**src/rtl/usart_tx_queue.sv**
```systemverilog
// Bus-write capture queue feeding usart_ctrl: synchronises the bus strobe, buffers
// written bytes in a circular FIFO and issues them one at a time under a busy handshake.
module usart_tx_queue #(
    parameter int BITWIDTH    = 6,
    parameter int DEPTH       = 8,
    parameter int CMD_SEND    = 2,
    parameter int ACK_TIMEOUT = 4
) (
    input  logic                       clk,
    input  logic                       reset,
    input  logic                       addr_strobe,
    input  logic                       read_write,
    input  logic [BITWIDTH-1:0]        bus_data,
    input  logic                       usart_busy,
    input  logic                       clear_overflow,
    output logic                       usart_write,
    output logic [2:0]                 usart_cmd,
    output logic [7:0]                 usart_data,
    output logic [$clog2(DEPTH):0]     fifo_count,
    output logic                       fifo_empty,
    output logic                       fifo_full,
    output logic                       overflow
);

    localparam int AW = $clog2(DEPTH);
    localparam int CW = $clog2(DEPTH) + 1;
    localparam int TW = $clog2(ACK_TIMEOUT + 1);

    typedef enum logic [1:0] {IDLE, ISSUE, WAIT_ACK, WAIT_DONE} state_t;

    state_t          state, next_state;
    logic [TW-1:0]   ack_cnt;
    logic            strobe_s1, strobe_s2, strobe_prev;
    logic            rw_s1, rw_s2;
    logic            push_req, push_ok, pop;
    logic [7:0]      mem [DEPTH];
    logic [AW-1:0]   wr_ptr, rd_ptr;
    logic [CW-1:0]   count;

    // Idle-high reset values keep a falling edge from appearing right after reset.
    always_ff @(posedge clk) begin
        if (reset) begin
            strobe_s1   <= 1'b1;
            strobe_s2   <= 1'b1;
            strobe_prev <= 1'b1;
            rw_s1       <= 1'b1;
            rw_s2       <= 1'b1;
        end else begin
            strobe_s1   <= addr_strobe;
            strobe_s2   <= strobe_s1;
            strobe_prev <= strobe_s2;
            rw_s1       <= read_write;
            rw_s2       <= rw_s1;
        end
    end

    assign push_req   = !strobe_s2 && strobe_prev && !rw_s2;
    assign push_ok    = push_req && (!fifo_full || pop);
    assign fifo_count = count;
    assign fifo_empty = (count == '0);
    assign fifo_full  = (count == CW'(DEPTH));

    always_ff @(posedge clk) begin
        if (push_ok) begin
            mem[wr_ptr] <= 8'(bus_data);
        end
    end

    always_ff @(posedge clk) begin
        if (reset) begin
            wr_ptr   <= '0;
            rd_ptr   <= '0;
            count    <= '0;
            overflow <= 1'b0;
        end else begin
            if (push_ok) wr_ptr <= wr_ptr + 1'b1;
            if (pop)     rd_ptr <= rd_ptr + 1'b1;
            case ({push_ok, pop})
                2'b10:   count <= count + 1'b1;
                2'b01:   count <= count - 1'b1;
                default: count <= count;
            endcase
            // A dropped write in the same cycle as a clear keeps the flag set.
            if (push_req && !push_ok) overflow <= 1'b1;
            else if (clear_overflow)  overflow <= 1'b0;
        end
    end

    always_comb begin
        next_state = state;
        pop        = 1'b0;
        case (state)
            IDLE: begin
                if (!fifo_empty) begin
                    next_state = ISSUE;
                    pop        = 1'b1;
                end
            end
            ISSUE:     next_state = WAIT_ACK;
            WAIT_ACK: begin
                if (usart_busy)                        next_state = WAIT_DONE;
                else if (ack_cnt == TW'(ACK_TIMEOUT))  next_state = IDLE;
            end
            WAIT_DONE: begin
                if (!usart_busy) next_state = IDLE;
            end
            default:   next_state = IDLE;
        endcase
    end

    always_ff @(posedge clk) begin
        if (reset) begin
            state       <= IDLE;
            ack_cnt     <= '0;
            usart_write <= 1'b0;
            usart_cmd   <= '0;
            usart_data  <= '0;
        end else begin
            state       <= next_state;
            usart_write <= (next_state == ISSUE);
            if (pop) begin
                usart_data <= mem[rd_ptr];
                usart_cmd  <= 3'(CMD_SEND);
            end
            if (state == ISSUE)
                ack_cnt <= '0;
            else if (state == WAIT_ACK && next_state == WAIT_ACK)
                ack_cnt <= ack_cnt + 1'b1;
        end
    end

endmodule
```
**config.mk**
```make
export PLATFORM = sky130hd
export DESIGN_NAME = usart_tx_queue
export DESIGN_NICKNAME = d
export VERILOG_FILES = /design/src/rtl/usart_tx_queue.sv
export SDC_FILE = /design/constraint.sdc
export NUM_CORES = 1
export LEC_CHECK = 0
export BUFFER_PORTS_ARGS = -buffer_cell sky130_fd_sc_hd__buf_2
export CAP_MARGIN = 20
export CORE_UTILIZATION = 55
export CTS_CLUSTER_DIAMETER = 80
export DETAILED_ROUTE_END_ITERATION = 12
export GPL_TIMING_DRIVEN = 0
export PLACE_DENSITY_LB_ADDON = 0.1
export SLEW_MARGIN = 10
export SYNTH_ARGS = -nofsm -noshare
export SYNTH_HDL_FRONTEND = slang
export SYNTH_SLANG_ARGS = --single-unit
```
**constraint.sdc**
```tcl
create_clock -name clk -period 2.9 [get_ports clk]
set_input_delay 0.29 -clock clk [delete_from_list [all_inputs] [get_ports clk]]
set_output_delay 0.29 -clock clk [all_outputs]
set_load 0.05 [all_outputs]
```
==> impl_metrics.py, run 1 <==
metrics = {
    "floorplan": {
        "die_y_um": 77.7,
        "core_area_mm2": 0.00551,
        "initial_core_util": 0.572,
        "rows": 27,
        "die_area_mm2": 0.00604,
        "io_pins": 31,
        "die_w_um": 77.7,
    },
    "timing": {
        "setup_ws_ns": 0.532,
        "final-setup-viol-count": 0,
        "period_share": 0.817,
        "tns_ns": 0,
        "finalCriticalPeriod_ns": 2.37,
        "fin_skew_ns": 0.00996,
        "max-slew-margin-rel": 0.276,
        "worst_pin_slew_ns": 1.08,
        "rsz0062_at_grt": "no",
        "fmax_mhz": 422,
        "slew_violations": 0,
        "finalHoldViolCount": 0,
    },
    "layout": {
        "seqCellArea_mm2": 0.00202,
        "antenna_cells_inserted": 0,
        "final_cells": 337,
        "final_cell_area_mm2": 0.00363,
        "fill_cells": 431,
        "final_cell_mix": "edfxtp_1, dfxtp_1, buf_2",
        "multi_input_area_mm2": 0.00105,
        "area.growth.synth_to_final_pct": 15.1,
        "layout.nets": 279,
        "layout_commonest_cell": "edfxtp_1",
        "drive_above_1_share": 0.306,
    },
    "global_route": {
        "track_usage": 0.201,
        "grt_pass1_wl_um": 8670,
        "antenna_found_initial": 0,
        "grt_max_degree": 16,
        "grt_pass1_vias": 1782,
        "overflow": 0,
    },
    "clock_tree": {
        "clock-sinks": 77,
        "cts.repair.resized": 0,
        "clock_latency_ns": 0.34,
        "cts_tree": "yes",
        "cts_made_buffers": 9,
        "clockRootBuffer": "clkbuf_8",
        "clk_path_buf_depth": 2,
        "ctsHoldBuffers": 0,
        "htree_levels": 3,
        "path_clk_slew_ns": 0.08,
        "post-cts-setup-buffer-count": 0,
    },
    "worst_setup_path": {
        "cp-start-kind": "flop",
        "arrival_ns": 2.61,
        "end_kind": "flop",
        "cp_max_fo": 7,
        "r2r_cells": 8,
        "critical_path_class": "reg2reg",
        "required_ns": 3.14,
    },
    "placement": {
        "numPortBuffers": 26,
        "gp_congestion": 0.732,
        "dpl.cell_count": 320,
        "dp_hpwl_um": 3770,
        "place_ws_ns": 0.462,
        "placed_cell_area_mm2": 0.00339,
    },
    "yosys": {
        "synth-seq-area-share": 0.642,
        "synth_cell_types": 43,
        "ys_warn_count": 0,
        "synth_edf_count": 48,
        "syn_area_mm2": 0.00315,
        "ys.flop_type": "edfxtp_1",
        "syn_inst": 218,
        "syn_avg_cell_area_um2": 14.5,
        "synthArstFlopShare": 0,
        "ys_ff_latch": 77,
    },
    "pwr": {
        "pwr-share-clk": 0.244,
        "ir_drop_mv": 0.722,
        "switching_share": 0.387,
        "switching_power_uw": 1450,
        "power.internal_uw": 2300,
        "power.density_mw_per_mm2": 1030,
        "p_comb_frac": 0.393,
        "seq_power_share": 0.364,
        "p_leak_uw": 0.00130,
    },
    "drt": {
        "viasPerCell": 5.36,
        "vias": 1808,
        "wl_per_cell_um": 16.5,
        "drc": 0,
        "drtIter0Drc": 91,
        "wl_um": 5550,
        "postRouteAntennaNets": 0,
        "drtPass1Iterations": 4,
    },
    "run_status": {
        "run_status": "finished clean",
    },
    "worst_hold_path": {
        "holdPathStages": 2,
        "hold_class": "in2reg",
    },
    "job": {
        "max_cap_viol_count": 0,
    },
}
[layout make-up]
class | instances | area share
Multi-Input combinational cell | 125 | 0.289
Inverter | 8 | 0.00897
Timing Repair Buffer | 28 | 0.0386
Tap cell | 72 | 0.0248
Sequential cell | 77 | 0.557
Clock inverter | 7 | 0.0290
Buffer | 11 | 0.0186
Clock buffer | 9 | 0.0341
[power by group through the flow]
stage	clock (uW)	sequential [uW]	combinational [uW]
4_1_cts	934	1370	1480
3_5_place_dp	0	1390	1470
5_1_grt	980	1380	1600
3_3_place_gp	0	1390	1460
6_report	913	1360	1470
2_1_floorplan	0	1640	916
[cells in the mapped netlist, types with 2 or more instances]
master | count | area [um2]
nor3_1 | 4 | 20.0
nand2b_1 | 5 | 31.3
inv_1 | 6 | 22.5
mux2i_1 | 7 | 70.1
xnor2_1 | 4 | 35.0
a211oi_1 | 6 | 45.0
nand2_1 | 8 | 30.0
buf_4 | 5 | 37.5
o21ai_0 | 2 | 10.0
clkinv_2 | 2 | 10.0
nor2_1 | 26 | 97.6
xor2_1 | 3 | 26.3
ha_1 | 6 | 75.1
edfxtp_1 | 48 | 1440
dfxtp_1 | 29 | 581
mux2_2 | 2 | 22.5
mux4_2 | 12 | 270
nand3_1 | 3 | 15.0
a21oi_1 | 8 | 40.0
or2_2 | 6 | 37.5
clkbuf_1 | 4 | 15.0
[critical path: stages, from the launching register on]
cell	delay, ns
dfxtp_1	0.37
or4_4	0.59
clkinv_2	0.11
nor3_4	0.07
ha_1	0.34
nand3_1	0.11
and2_1	0.16
a22oi_2	0.20
mux2_4	0.31
[flip-flops by register name, indices dropped and copies added, names as in the netlist, 2 cells and up]
name and count:
ack_cnt 3, fifo_count 4, mem 48, rd_ptr 3
state 2, usart_data 6, wr_ptr 3
[final timing paths]
check                   to     startpoint  slack, ns
max          fifo_count[3]  fifo_count[0]       0.53
max reg2reg  fifo_count[3]  fifo_count[0]       0.53
min reg2reg          rw_s2          rw_s1       0.42
min              strobe_s1    addr_strobe       0.12
[metal layers]
metal  vias up  wire [um]  global-route usage
met5         -          0                   0
met4         0        140               0.113
met3        13        155              0.0447
met2        32       2690               0.317
met1       880       2560               0.259
li1        883          -                   -
[logic make-up (layout without fill, tap and decap cells)]
family | Yosys count | after routing | synth area share
AOI/OAI and AO/OA | 24 | 24 | 0.0524
xor gates and xnor gates | 7 | 7 | 0.0195
adders and majority gates | 7 | 7 | 0.0302
buffers and inverters | 19 | 63 | 0.0318
DFF | 77 | 77 | 0.642
muxes | 22 | 22 | 0.120
other | 1 | 4 | 0.00119
and+or+nand+nor | 61 | 61 | 0.104
[through the flow]
step | power [uW] | hold slack (ns) | util
6_report | 3750 | 0.122 | 0.659
5_1_grt | 3960 | 0.117 | 0.659
4_1_cts | 3780 | 0.106 | 0.658
3_5_place_dp | 2860 | 0.394 | 0.616
3_3_place_gp | 2840 | 0.396 | 0.614
2_1_floorplan | 2560 | 0.389 | -
No activity file was read; power rests on OpenSTA's default activity.
==> inputs of run 2 (changes only) <==
--- a/config.mk
+++ b/config.mk
@@ -7,7 +7,7 @@
 export LEC_CHECK = 0
 export BUFFER_PORTS_ARGS = -buffer_cell sky130_fd_sc_hd__buf_2
 export CAP_MARGIN = 20
-export CORE_UTILIZATION = 55
+export CORE_UTILIZATION = 52
 export CTS_CLUSTER_DIAMETER = 80
 export DETAILED_ROUTE_END_ITERATION = 12
 export GPL_TIMING_DRIVEN = 0
==> constraint.sdc (replaced) <==
create_clock -name clk -period 2 [get_ports clk]
set_input_delay 0.2 -clock clk [delete_from_list [all_inputs] [get_ports clk]]
set_output_delay 0.2 -clock clk [all_outputs]
set_load 0.05 [all_outputs]
==> run 2 against run 1 <==
The run now ends with negative setup slack left. Non-clock buffer count is 10 higher. First-iteration DRC count unchanged. Final cell count up 3.0%. Core utilization grew 0.99 points. Combinational power rose by 79%. Clock-buffer cell count rose by 3. Power grew 51%. Sequential share of layout area fell by 2.0 points. Sequential power increased by 46%. Clock skew decreased by 0.00097 ns. Largest power group unchanged.
==> impl_metrics.py, run 2 (synthesis gave the netlist of run 1 again) <==
metrics = {
    "floorplan": {
        "initial_core_util": 0.555,
        "io_pins": 31,
        "rows": 27,
        "die_w_um": 79.9,
        "core_area_mm2": 0.00568,
        "die_area_mm2": 0.00638,
        "die_y_um": 79.9,
    },
    "drt": {
        "wl_um": 5540,
        "wl_per_cell_um": 16.0,
        "drtIter0Drc": 91,
        "vias": 1829,
        "postRouteAntennaNets": 0,
        "viasPerCell": 5.27,
        "drtPass1Iterations": 4,
        "drc": 0,
    },
    "clock_tree": {
        "clock_latency_ns": 0.33,
        "cts_tree": "yes",
        "cts_made_buffers": 9,
        "path_clk_slew_ns": 0.07,
        "clock-sinks": 77,
        "htree_levels": 3,
        "clk_path_buf_depth": 2,
        "clockRootBuffer": "clkbuf_8",
    },
    "worst_setup_path": {
        "end_kind": "flop",
        "required_ns": 2.22,
        "cpMaxStageDelayCell": "or4_4",
        "path_cells": "or4_4 > clkinv_8 > nor3_4 > ha_4 > nand3_2 > and2_4 > a22oi_2 > mux2_4",
        "cp-start-kind": "flop",
        "critical_path_class": "reg2reg",
        "arrival_ns": 2.40,
        "cpPeakStageDelay_ns": 0.59,
        "cp_max_fo": 4,
    },
    "layout": {
        "largest_register_ffs": 48,
        "largest_register": "mem",
        "final_cells": 347,
        "final_cell_mix": "edfxtp_1, buf_2, dfxtp_1",
        "fill_cells": 413,
        "drive_above_1_share": 0.407,
        "antenna_cells_inserted": 0,
        "layout_commonest_cell": "edfxtp_1",
        "layout.nets": 289,
        "postLayoutCoreUtil": 0.669,
        "area.growth.synth_to_final_pct": 20.4,
    },
    "timing": {
        "fmax_mhz": 459,
        "finalCriticalPeriod_ns": 2.18,
        "final-setup-viol-count": 3,
        "rsz0062_at_grt": "yes",
        "fin_skew_ns": 0.00899,
        "worst_pin_slew_ns": 0.660,
        "setup_ws_ns": -0.179,
        "max-slew-margin-rel": 0.560,
        "finalHoldViolCount": 0,
        "slew_violations": 0,
        "period_share": 1.09,
    },
    "global_route": {
        "antenna_found_initial": 0,
        "grt_pass1_vias": 1686,
        "overflow": 0,
        "grt_pass1_wl_um": 8680,
        "track_usage": 0.191,
        "grt_max_degree": 13,
    },
    "placement": {
        "numPortBuffers": 26,
        "dp_hpwl_um": 3740,
        "gp_congestion": 0.746,
        "dpl.cell_count": 320,
    },
    "run_status": {
        "run_status": "finished with violations",
        "violations": "negative setup slack",
    },
    "pwr": {
        "ir_drop_mv": 1.12,
        "p_leak_uw": 0.00136,
        "power.density_mw_per_mm2": 1490,
    },
    "job": {
        "max_cap_viol_count": 0,
    },
    "worst_hold_path": {
        "hold_class": "in2reg",
    },
}
-- run 2: worst paths after layout --
check                     start       endpoint  slack (ns)  depth (start not counted)
setup / recovery  fifo_count[0]  fifo_count[3]       -0.18                          8
hold reg to reg           rw_s1          rw_s2        0.41                          1
setup reg to reg  fifo_count[0]  fifo_count[3]       -0.18                          8
hold / removal       read_write          rw_s1        0.04                          2
-- run 2: layer usage --
layer,vias up,track usage,routed length (um)
li1,898,-,-
met1,890,0.273,2670
met2,36,0.285,2570
met3,5,0.0549,263
met4,0,0.0536,40
met5,-,0,0
-- run 2: area by class of cell --
cell class	instances	area, um2	share of cell area
buffer	11	67.6	0.0178
sequential	77	2040	0.538
timing repair buffer	38	235	0.0620
clock buffer	12	156	0.0412
clock inverter	4	21.3	0.00560
inverter	8	43.8	0.0115
multi-input combinational	125	1140	0.301
tap	72	90.1	0.0237
-- run 2: where the power goes --
| group | total (uW) | switching (uW) | internal (uW) |
|---|---|---|---|
| clock network | 1040 | 520 | 518 |
| registers | 1990 | 118 | 1870 |
| logic | 2630 | 1520 | 1100 |
| total | 5650 | 2160 | 3490 |
-- run 2: stage by stage --
step                      setup TNS, ns  hold WS, ns  setup WS [ns]  total power [uW]  area [um2]
after global routing             -0.610       0.0280         -0.232              5960        3800
final                            -0.273       0.0435         -0.179              5650        3800
after detailed placement          -7.43        0.385         -0.246              4290        3440
after CTS                         -6.55       0.0266         -0.204              5560        3690
after global placement            -9.62        0.383         -0.334              4270        3440
after floorplan                  -0.519        0.299         -0.297              3860        3220
-- run 2: worst max-delay path: cells and delay by family, from the launching register on --
kind,cells,cell delay (ns)
flip-flops,1,0.34
multiplexers,1,0.31
adder cells (fa/ha/maj),1,0.28
AND/OR/NAND/NOR,4,0.89
buffers and inverters,1,0.07
AO/OA/AOI/OAI,1,0.16
-- run 2: timing repair --
action                     CTS  global route
setup endpoints to repair   49            49
gates resized for setup      5            17
pin swaps                    4             5
buffers inserted             6             5
hold buffers                 0             0
==> inputs of run 3 (changes only) <==
--- a/config.mk
+++ b/config.mk
@@ -12,6 +12,7 @@
 export DETAILED_ROUTE_END_ITERATION = 12
 export GPL_TIMING_DRIVEN = 0
 export PLACE_DENSITY_LB_ADDON = 0.1
+export RECOVER_POWER = 100
 export SLEW_MARGIN = 10
 export SYNTH_ARGS = -nofsm -noshare
 export SYNTH_HDL_FRONTEND = slang
==> run 3 against run 2 <==
The run still ends with negative setup slack left. Combinational power is essentially flat. Die area is the same. Clock power about the same. Clock skew decreased by 0.00059 ns. Register-to-register slack hardly changed. Core utilization shrank 0.42 points. Setup slack lost 0.013 ns. Critical path depth unchanged. Non-clock buffer count stayed put. Hold slack about the same. Largest cell class unchanged.
==> impl_metrics.py, run 3 (synthesis gave the netlist of run 1 again) <==
metrics = {
    "run_status": {
        "run_status": "finished with violations",
        "violations": "negative setup slack",
    },
    "job": {
        "max_cap_viol_count": 0,
    },
    "placement": {
        "numPortBuffers": 26,
        "gp_congestion": 0.746,
        "dp_hpwl_um": 3740,
    },
    "clock_tree": {
        "cts_made_buffers": 9,
        "clock_latency_ns": 0.33,
        "clk_path_buf_depth": 2,
        "htree_levels": 3,
        "path_clk_slew_ns": 0.07,
        "clock-sinks": 77,
        "clockRootBuffer": "clkbuf_8",
        "cts_tree": "yes",
    },
    "drt": {
        "drtIter0Drc": 73,
        "wl_per_cell_um": 16.0,
        "drc": 0,
        "wl_um": 5550,
        "viasPerCell": 5.29,
        "drtPass1Iterations": 4,
        "vias": 1836,
        "postRouteAntennaNets": 0,
    },
    "pwr": {
        "power.density_mw_per_mm2": 1490,
        "ir_drop_mv": 1.10,
        "power.internal_uw": 3460,
        "switching_share": 0.386,
        "pwr-share-clk": 0.184,
        "total_power_uw": 5620,
        "switching_power_uw": 2170,
        "p_leak_uw": 0.00129,
        "seq_power_share": 0.354,
        "p_comb_frac": 0.462,
    },
    "timing": {
        "fmax_mhz": 456,
        "worst_pin_slew_ns": 0.669,
        "fin_skew_ns": 0.00840,
        "finalHoldViolCount": 0,
        "slew_violations": 0,
        "final-setup-viol-count": 5,
        "max-slew-margin-rel": 0.554,
        "tns_ns": -0.302,
        "period_share": 1.10,
        "finalCriticalPeriod_ns": 2.19,
        "rsz0062_at_grt": "yes",
        "setup_ws_ns": -0.192,
    },
    "worst_setup_path": {
        "cpMaxStageDelayCell": "or4_4",
        "worstSetupPathDepth": 8,
        "cp_max_fo": 4,
        "path_buf_inv": 1,
        "r2r_cells": 8,
        "path_cells": "or4_4 > clkinv_8 > nor3_4 > ha_4 > nand3_2 > and2_4 > a22oi_2 > mux2_4",
        "arrival_ns": 2.41,
        "cp-start-kind": "flop",
        "required_ns": 2.22,
        "cpPeakStageDelay_ns": 0.59,
        "end_kind": "flop",
        "crit_family": "simple AND/OR/NAND/NOR gates",
        "critical_path_class": "reg2reg",
        "reg2reg_setup_slack_ns": -0.19,
    },
    "global_route": {
        "antenna_found_initial": 0,
        "track_usage": 0.191,
        "overflow": 0,
        "grt_pass1_vias": 1686,
        "grt_pass1_wl_um": 8680,
        "grt_max_degree": 13,
    },
    "floorplan": {
        "rows": 27,
        "initial_core_util": 0.555,
        "die_y_um": 79.9,
        "die_w_um": 79.9,
        "io_pins": 31,
        "core_area_mm2": 0.00568,
        "die_area_mm2": 0.00638,
    },
    "layout": {
        "antenna_cells_inserted": 0,
        "area.growth.synth_to_final_pct": 19.7,
        "layout_commonest_cell": "edfxtp_1",
        "layout.nets": 289,
        "largest_register_ffs": 48,
        "drive_above_1_share": 0.338,
        "largest_register": "mem",
        "final_cell_mix": "edfxtp_1, dfxtp_1, nor2_1, clkbuf_1, buf_4",
    },
    "worst_hold_path": {
        "holdPathStages": 2,
        "hold_class": "in2reg",
    },
}
==> run 3: changes by cell type in the layout (fill, tap and decap cells not counted) <==
cell,delta
clkinvlp_2,+1
clkbuf_1,+19
clkinv_2,-1
buf_2,-19
==> run 3: path summary, 6_finish.rpt <==
check | start | endpoint
min reg2reg | rw_s1 | rw_s2
min | read_write | rw_s1
max | fifo_count[0] | fifo_count[3]
max reg2reg | fifo_count[0] | fifo_count[3]
==> run 3: layout make-up <==
type / instances / area, um2
Sequential cell: 77 / 2040
Fill cell: 420 / 1900
Multi-Input combinational cell: 125 / 1140
Timing Repair Buffer: 38 / 211
Clock buffer: 12 / 156
Tap cell: 72 / 90.1
Buffer: 11 / 67.6
Inverter: 8 / 43.8
Clock inverter: 4 / 21.3
==> run 3: power by group through the flow <==
| stage | clock [uW] | sequential (uW) | combinational [uW] |
|---|---|---|---|
| after detailed placement | 0 | 2040 | 2260 |
| after global routing | 1120 | 2010 | 2790 |
| after CTS | 1060 | 1980 | 2510 |
| after floorplan | 0 | 2410 | 1450 |
| final | 1040 | 1990 | 2600 |
| after global placement | 0 | 2030 | 2240 |
==> run 3: layer usage <==
layer  GRT usage  share of wire  wire (um)
met5           0              0          0
met4      0.0536         0.0072         40
met3      0.0549          0.050        279
met2       0.285           0.47       2600
met1       0.273           0.47       2630
==> run 3: through the flow <==
stage	cell area, um2	hold WS, ns	util	worst slack, ns	instances
floorplan	3220	0.299	-	-0.297	221
detailed placement	3440	0.385	0.606	-0.246	320
global placement	3440	0.383	0.606	-0.334	319
finish	3770	0.0436	0.665	-0.192	347
CTS	3690	0.0266	0.650	-0.204	342
global route	3770	0.0280	0.665	-0.232	347
==> run 3: repair_timing <==
item	4_1_cts	5_1_grt
buffers inserted	6	5
gates resized for setup	5	17
endpoints found under the setup margin	49	49
pin swaps	4	5
hold buffers	0	0
